File: src/rtl/pipe_skid_latch.sv
// Circular-buffer stage latch: DEPTH entries, one cycle in-to-out latency, no bypass.
// in_rdy comes from registered occupancy only; flush wins over push/pop and empties the buffer.
module pipe_skid_latch #(
  parameter int WIDTH = 341,
  parameter int DEPTH = 2,
  localparam int CW = $clog2(DEPTH + 1)
) (
  input  logic             clk,
  input  logic             rst,
  input  logic [WIDTH-1:0] in_data,
  input  logic             in_v,
  output logic             in_rdy,
  output logic [WIDTH-1:0] out_data,
  output logic             out_v,
  input  logic             out_rdy,
  input  logic             flush,
  output logic [CW-1:0]    count
);

  localparam int PW = (DEPTH > 1) ? $clog2(DEPTH) : 1;

  logic [WIDTH-1:0] mem [DEPTH];
  logic [PW-1:0]    wr_ptr;
  logic [PW-1:0]    rd_ptr;
  logic [CW-1:0]    count_q;
  logic             push;
  logic             pop;

  // Pointers wrap explicitly so non-power-of-2 depths stay in range.
  function automatic logic [PW-1:0] bump(input logic [PW-1:0] p);
    return (p == PW'(DEPTH - 1)) ? '0 : p + 1'b1;
  endfunction

  assign in_rdy   = (count_q < CW'(DEPTH));
  assign out_v    = (count_q != '0);
  assign out_data = out_v ? mem[rd_ptr] : '0;
  assign count    = count_q;

  assign push = in_v & in_rdy & ~flush;
  assign pop  = out_v & out_rdy & ~flush;

  always_ff @(posedge clk or posedge rst) begin
    if (rst) begin
      wr_ptr  <= '0;
      rd_ptr  <= '0;
      count_q <= '0;
    end else if (flush) begin
      wr_ptr  <= '0;
      rd_ptr  <= '0;
      count_q <= '0;
    end else begin
      if (push) wr_ptr <= bump(wr_ptr);
      if (pop)  rd_ptr <= bump(rd_ptr);
      case ({push, pop})
        2'b10:   count_q <= count_q + 1'b1;
        2'b01:   count_q <= count_q - 1'b1;
        default: count_q <= count_q;
      endcase
    end
  end

  // Stale entries survive a flush; out_data is masked while empty instead.
  always_ff @(posedge clk or posedge rst) begin
    if (rst) begin
      for (int i = 0; i < DEPTH; i++) mem[i] <= '0;
    end else if (push) begin
      mem[wr_ptr] <= in_data;
    end
  end

endmodule
File: config.mk
export PLATFORM = sky130hd
export DESIGN_NAME = pipe_skid_latch
export DESIGN_NICKNAME = d
export VERILOG_FILES = /design/src/rtl/pipe_skid_latch.sv
export SDC_FILE = /design/constraint.sdc
export NUM_CORES = 2
export LEC_CHECK = 0
export CORE_AREA = 2 2 265 267
export DETAILED_ROUTE_END_ITERATION = 6
export DIE_AREA = 0 0 267 269
export DONT_BUFFER_PORTS = 1
export GPL_ROUTABILITY_DRIVEN = 0
export PLACE_DENSITY = 0.6
export SLEW_MARGIN = 15
export SYNTH_ARGS = -nofsm -noshare
export SYNTH_HDL_FRONTEND = slang
export SYNTH_SLANG_ARGS = --single-unit
File: constraint.sdc
create_clock -name clk -period 34.6 [get_ports clk]
set_input_delay 6.92 -clock clk [delete_from_list [all_inputs] [get_ports clk]]
set_output_delay 6.92 -clock clk [all_outputs]
set_load 0.02 [all_outputs]
-- After elaboration in Yosys (flattened, before gate mapping)
Cells that the tools add are included.
- register bits: 686
- input bits: 346
- word-level logic and storage cells: 42
- eq/ne operators: 2
- mux-type cells: 15
- add/sub/neg operators: 4
- order comparisons: 4
- bitwise logic cells: 7
- reductions and logical operators: 5
- operator list (cell ; count):
    2-to-1 mux 341 bit ; 5
    bitwise mux 682 bit ; 1
    demux 341 bit (select 1 bit) ; 1
    2-to-1 mux 1 bit ; 6
    nonzero test 2 bit ; 3
    AND 1 bit ; 4
    greater-or-equal comparator 2 bit (second input constant) ; 2
    inverter 1 -> 2 bit ; 2
    case mux 2 bit (2 select lines) ; 1
    nonzero test 3 bit ; 1
    adder 1 bit (second input constant) ; 2
    adder 2 x 1 -> 2 bit (second input constant) ; 1
    equality test 2 x 1 -> 1 bit (second input constant) ; 1
    equality test 2 bit (second input constant) ; 1
    < comparator 2 x 1 -> 1 bit (second input constant) ; 1
    < comparator 2 bit (second input constant) ; 1
    2-to-1 mux 2 bit ; 1
    subtractor 2 x 1 -> 2 bit (second input constant) ; 1
    logical AND 1 bit ; 1
    inverter 1 bit ; 1

-- Longest topological paths before layout
- depth after elaboration: 6
- gate-level depth with buffers: 6
- gate-level depth less buffers: 3

-- Worst setup path after synthesis
Ideal clock, no wire load.
- path kind: register to output
- start: reg count_q[1] (netlist: count[1])
- end: out out_data[241]
- path slack: 26.118 ns
- arrival: 1.562 ns
- stages on the path, launching flop included: 5
- cell sequence: dfrtp_1 nor2_1 clkbuf_1 clkbuf_1 nor2_1
- longest elaborated chain between the ends: 2
- RTL lines (what ; line ; RTL):
    start: declaration ; 25 ; logic [CW-1:0] count_q;
    start signal: assignment ; 55 ; 2'b10: count_q <= count_q + 1'b1;
    start signal: assignment ; 56 ; 2'b01: count_q <= count_q - 1'b1;
    start signal: assignment ; 57 ; default: count_q <= count_q;
    nonzero test 2 bit ; 35 ; assign out_v = (count_q != '0);
    2-to-1 mux 341 bit ; 36 ; assign out_data = out_v ? mem[rd_ptr] : '0;
    end: declaration ; 13 ; output logic [WIDTH-1:0] out_data,
Every way passes these cells.

-- Final worst setup path
- start: reg rd_ptr
- end: out out_data[89]
- longest elaborated chain between the ends: 5
- RTL lines (what ; line ; RTL):
    start: declaration ; 24 ; logic [PW-1:0] rd_ptr;
    start signal: assignment ; 53 ; if (pop) rd_ptr <= bump(rd_ptr);
    inverter 1 -> 2 bit (not written as such) ; 36 ;
    2-to-1 mux 341 bit (not written as such) (3 in a row) ; 36 ;
    2-to-1 mux 341 bit ; 36 ;
Every way passes these cells. The select of a mux whose other input is x is not followed.

==> impl_metrics.py <==
metrics = {
    "outcome": {
        "outcome": "finished clean",
    },
    "route": {
        "route.met2.wl_um": 37160,
        "drc_errors": 0,
        "routed.top_layer": "met5",
        "wl_per_cell_um": 23.94,
        "met1Wirelength_um": 28190,
        "wl_um": 75860,
        "via_count": 17290,
        "met3_length_um": 7298,
        "drtIter0Drc": 777,
        "vias_per_cell": 5.455,
        "firstDrtPassIters": 4,
        "ant_nets": 0,
    },
    "floorplan": {
        "die_h_um": 269,
        "dieArea_um2": 71820,
        "rows": 97,
        "core_um2": 69300,
        "ioPinCount": 691,
        "die_w_um": 267,
        "initial_utilization_pct": 43.99,
    },
    "clocking": {
        "cts_tree": "built",
        "hold_buffers": 0,
        "h-tree-depth": 3,
        "cts_resized": 0,
        "post-cts-setup-buffer-count": 0,
        "clkTransAtPathRegs_ns": 0.06,
        "cts_sinks": 686,
        "clk_path_buf_depth": 3,
        "insertion_delay_ns": 0.62,
        "cts_made_buffers": 76,
        "root_buffer": "clkbuf_16",
    },
    "pwr": {
        "total_power_mw": 2.438,
        "clock_power_share_pct": 32.6,
        "sequentialPowerShare_pct": 47.2,
        "p_int_mw": 1.747,
        "power.density_nw_per_um2": 72.63,
        "max-vdd-ir-drop_mv": 0.04207,
        "power_leakage_nw": 13.60,
        "combinationalPowerShare_pct": 20.2,
        "power_switching_uw": 691.3,
        "swShare_pct": 28.35,
    },
    "worst_setup_path": {
        "crit_type": "reg -> out",
        "path_cells": "buf_12 -> buf_4 -> buf_4 -> mux2i_1 -> nor2_1",
        "start_kind": "flop",
        "required_ns": 27.68,
        "cpMostUsedCell": "buf_4",
        "critical_path_arrival_ns": 4.92,
        "r2r_cells": 6,
        "crit_path_end_kind": "primary output",
        "slowest_delay_ns": 1.14,
        "path_max_fanout": 118,
        "critPathSlowestCell": "dfrtp_4",
    },
    "global_route": {
        "track_usage_pct": 20.29,
        "grt_pass1_wl_um": 110800,
        "grt_overflow": 0,
        "antenna_found_initial": 4,
        "grt_pass1_vias": 17990,
        "grt_max_degree": 167,
    },
    "timing": {
        "timing.final.crit_share_pct": 34.23,
        "maxSlewViolCount": 0,
        "fmax_ghz": 0.08443,
        "rsz0062_at_grt": "false",
        "worst_pin_slew_ns": 1.228,
        "maxSlewHeadroom_pct": 18.11,
        "finalSetupViolCount": 0,
        "tns_ns": 0,
        "hold_violations": 0,
        "timing.final.crit_period_ns": 11.84,
        "fin_skew_ns": 0.03457,
    },
    "place": {
        "port_buffers": 0,
        "post-dp-hpwl_um": 52130,
    },
    "logic_synthesis": {
        "synth_area_leader_cell": "dfrtp_1",
        "synth_cells": 2219,
        "synth_area_leaders": "dfrtp_1 (56%), mux2_2 (24%), mux2i_1 (11%)",
        "ys_seq_area_share_pct": 56.31,
        "synth-warning-count": 0,
        "yosysUniqueCellTypes": 18,
        "syn-cell-area_um2": 30480,
        "synth-seq-cells": 686,
        "synth_top_area_share_pct": 56.31,
        "synth_nets": 2565,
        "syn_area_per_cell_um2": 13.74,
    },
    "finish": {
        "final_net_count": 2517,
        "layout-drive-gt1-share_pct": 35.92,
        "areaGrowthSynthToFinish_pct": 10.13,
    },
    "worst_hold_path": {
        "hold_class": "reg -> reg",
        "hold-path-cell-count": 1,
    },
    "flow_run": {
        "drv_cap": 0,
    },
}
-- placed cells by master, fill, tap and decap left out --
cell        instances
bufinv_16           5
inv_8               1
o21ai_0             2
clkbuf_16          78
clkinv_8            3
mux2_2            651
dfrtp_1           685
buf_4              20
clkinv_2           17
inv_1               2
clkbuf_8           10
xor2_1              2
nor2_4              1
nor3_4              1
mux2i_1           341
clkinvlp_4          5
dfrtp_4             1
nor2b_1             2
buf_6               1
mux2_1             32
buf_12              3
nor2_1            344
nand2b_4            1
a2bb2oi_1           1
inv_6               1
diode_2             2
nor3b_2             1
clkbuf_1           15
a21oi_1             1
-- Yosys cell counts (all sizes together) --
cell type	instances
inv	3
nor2b	2
buf	110
dfrtp	686
xor2	2
mux2	683
nor3b	1
o21ai	2
nand2b	1
nor3	1
a2bb2oi	1
mux2i	341
nor2	345
clkbuf	40
a21oi	1
-- critical path: cells and delay by family (launching register included) --
| family | cells | cell delay [ns] |
|---|---|---|
| buffers and inverters | 3 | 2.23 |
| DFF | 1 | 1.14 |
| muxes | 1 | 0.20 |
| and+or+nand+nor | 1 | 0.34 |
-- power groups by stage --
| stage | Sequential, mW | Clock (mW) | Combinational [mW] |
|---|---|---|---|
| 2_1_floorplan | 1.13 | 0 | 0.422 |
| 3_3_place_gp | 1.15 | 0 | 0.483 |
| 3_5_place_dp | 1.17 | 0 | 0.499 |
| 4_1_cts | 1.15 | 0.819 | 0.500 |
| 5_1_grt | 1.18 | 0.853 | 0.534 |
| 6_report | 1.15 | 0.795 | 0.493 |
-- worst paths after layout --
check | from | endpoint | slack (ns)
min in group asynchronous | rst | mem[241] | 6.24
worst max-delay path | rd_ptr | out_data[89] | 22.76
worst min register to register | mem[356] | mem[356] | 0.48
worst min-delay path | mem[356] | mem[356] | 0.48
worst max register to register | count[1] | mem[75] | 30.50
max in group asynchronous | rst | mem[13] | 25.05
-- sequential cells by signal, indices dropped and copies added (netlist names) --
register	count
count	2
mem	682
rd_ptr	1
wr_ptr	1
-- cells by family (layout without fill, tap and decap cells) --
family	after synthesis	after routing	share of synthesized area (%)
multiplexers	1024	1024	36.43
flip-flops	686	686	56.31
AND/OR/NAND/NOR	350	350	4.412
buffers and inverters	153	161	2.709
AO/OA/AOI/OAI	4	4	0.07798
XOR/XNOR	2	2	0.05747
other	0	2	0
-- layer usage --
| layer | track usage (%) | vias up |
|---|---|---|
| li1 | - | 7615 |
| met5 | 0 | - |
| met1 | 22.63 | 8951 |
| met4 | 8.837 | 6 |
| met3 | 8.932 | 167 |
| met2 | 33.72 | 548 |
-- final cells by class --
class,instances,area (um2)
clock inverter,31,330.3
antenna,2,5.005
timing repair buffer,24,221.5
sequential,686,17170
tap,940,1176
multi-input combinational,1380,12500
fill,6053,35730
inverter,3,18.77
clock buffer,103,2146
-- stage by stage --
| step | hold WS, ns | setup slack (ns) | util (%) | instance area, um2 | cells |
|---|---|---|---|---|---|
| floorplan | 0.4574 | 8.447 | - | 30480 | 2219 |
| global placement | 0.4674 | 23.54 | 44.86 | 31090 | 3033 |
| detailed placement | 0.4740 | 23.46 | 44.86 | 31090 | 3033 |
| CTS | 0.4867 | 22.77 | 48.43 | 33560 | 3167 |
| global route | 0.5002 | 22.50 | 48.44 | 33570 | 3169 |
| finish | 0.4842 | 22.76 | 48.44 | 33570 | 3169 |
Note: power is estimated with default switching activity, not from simulation.
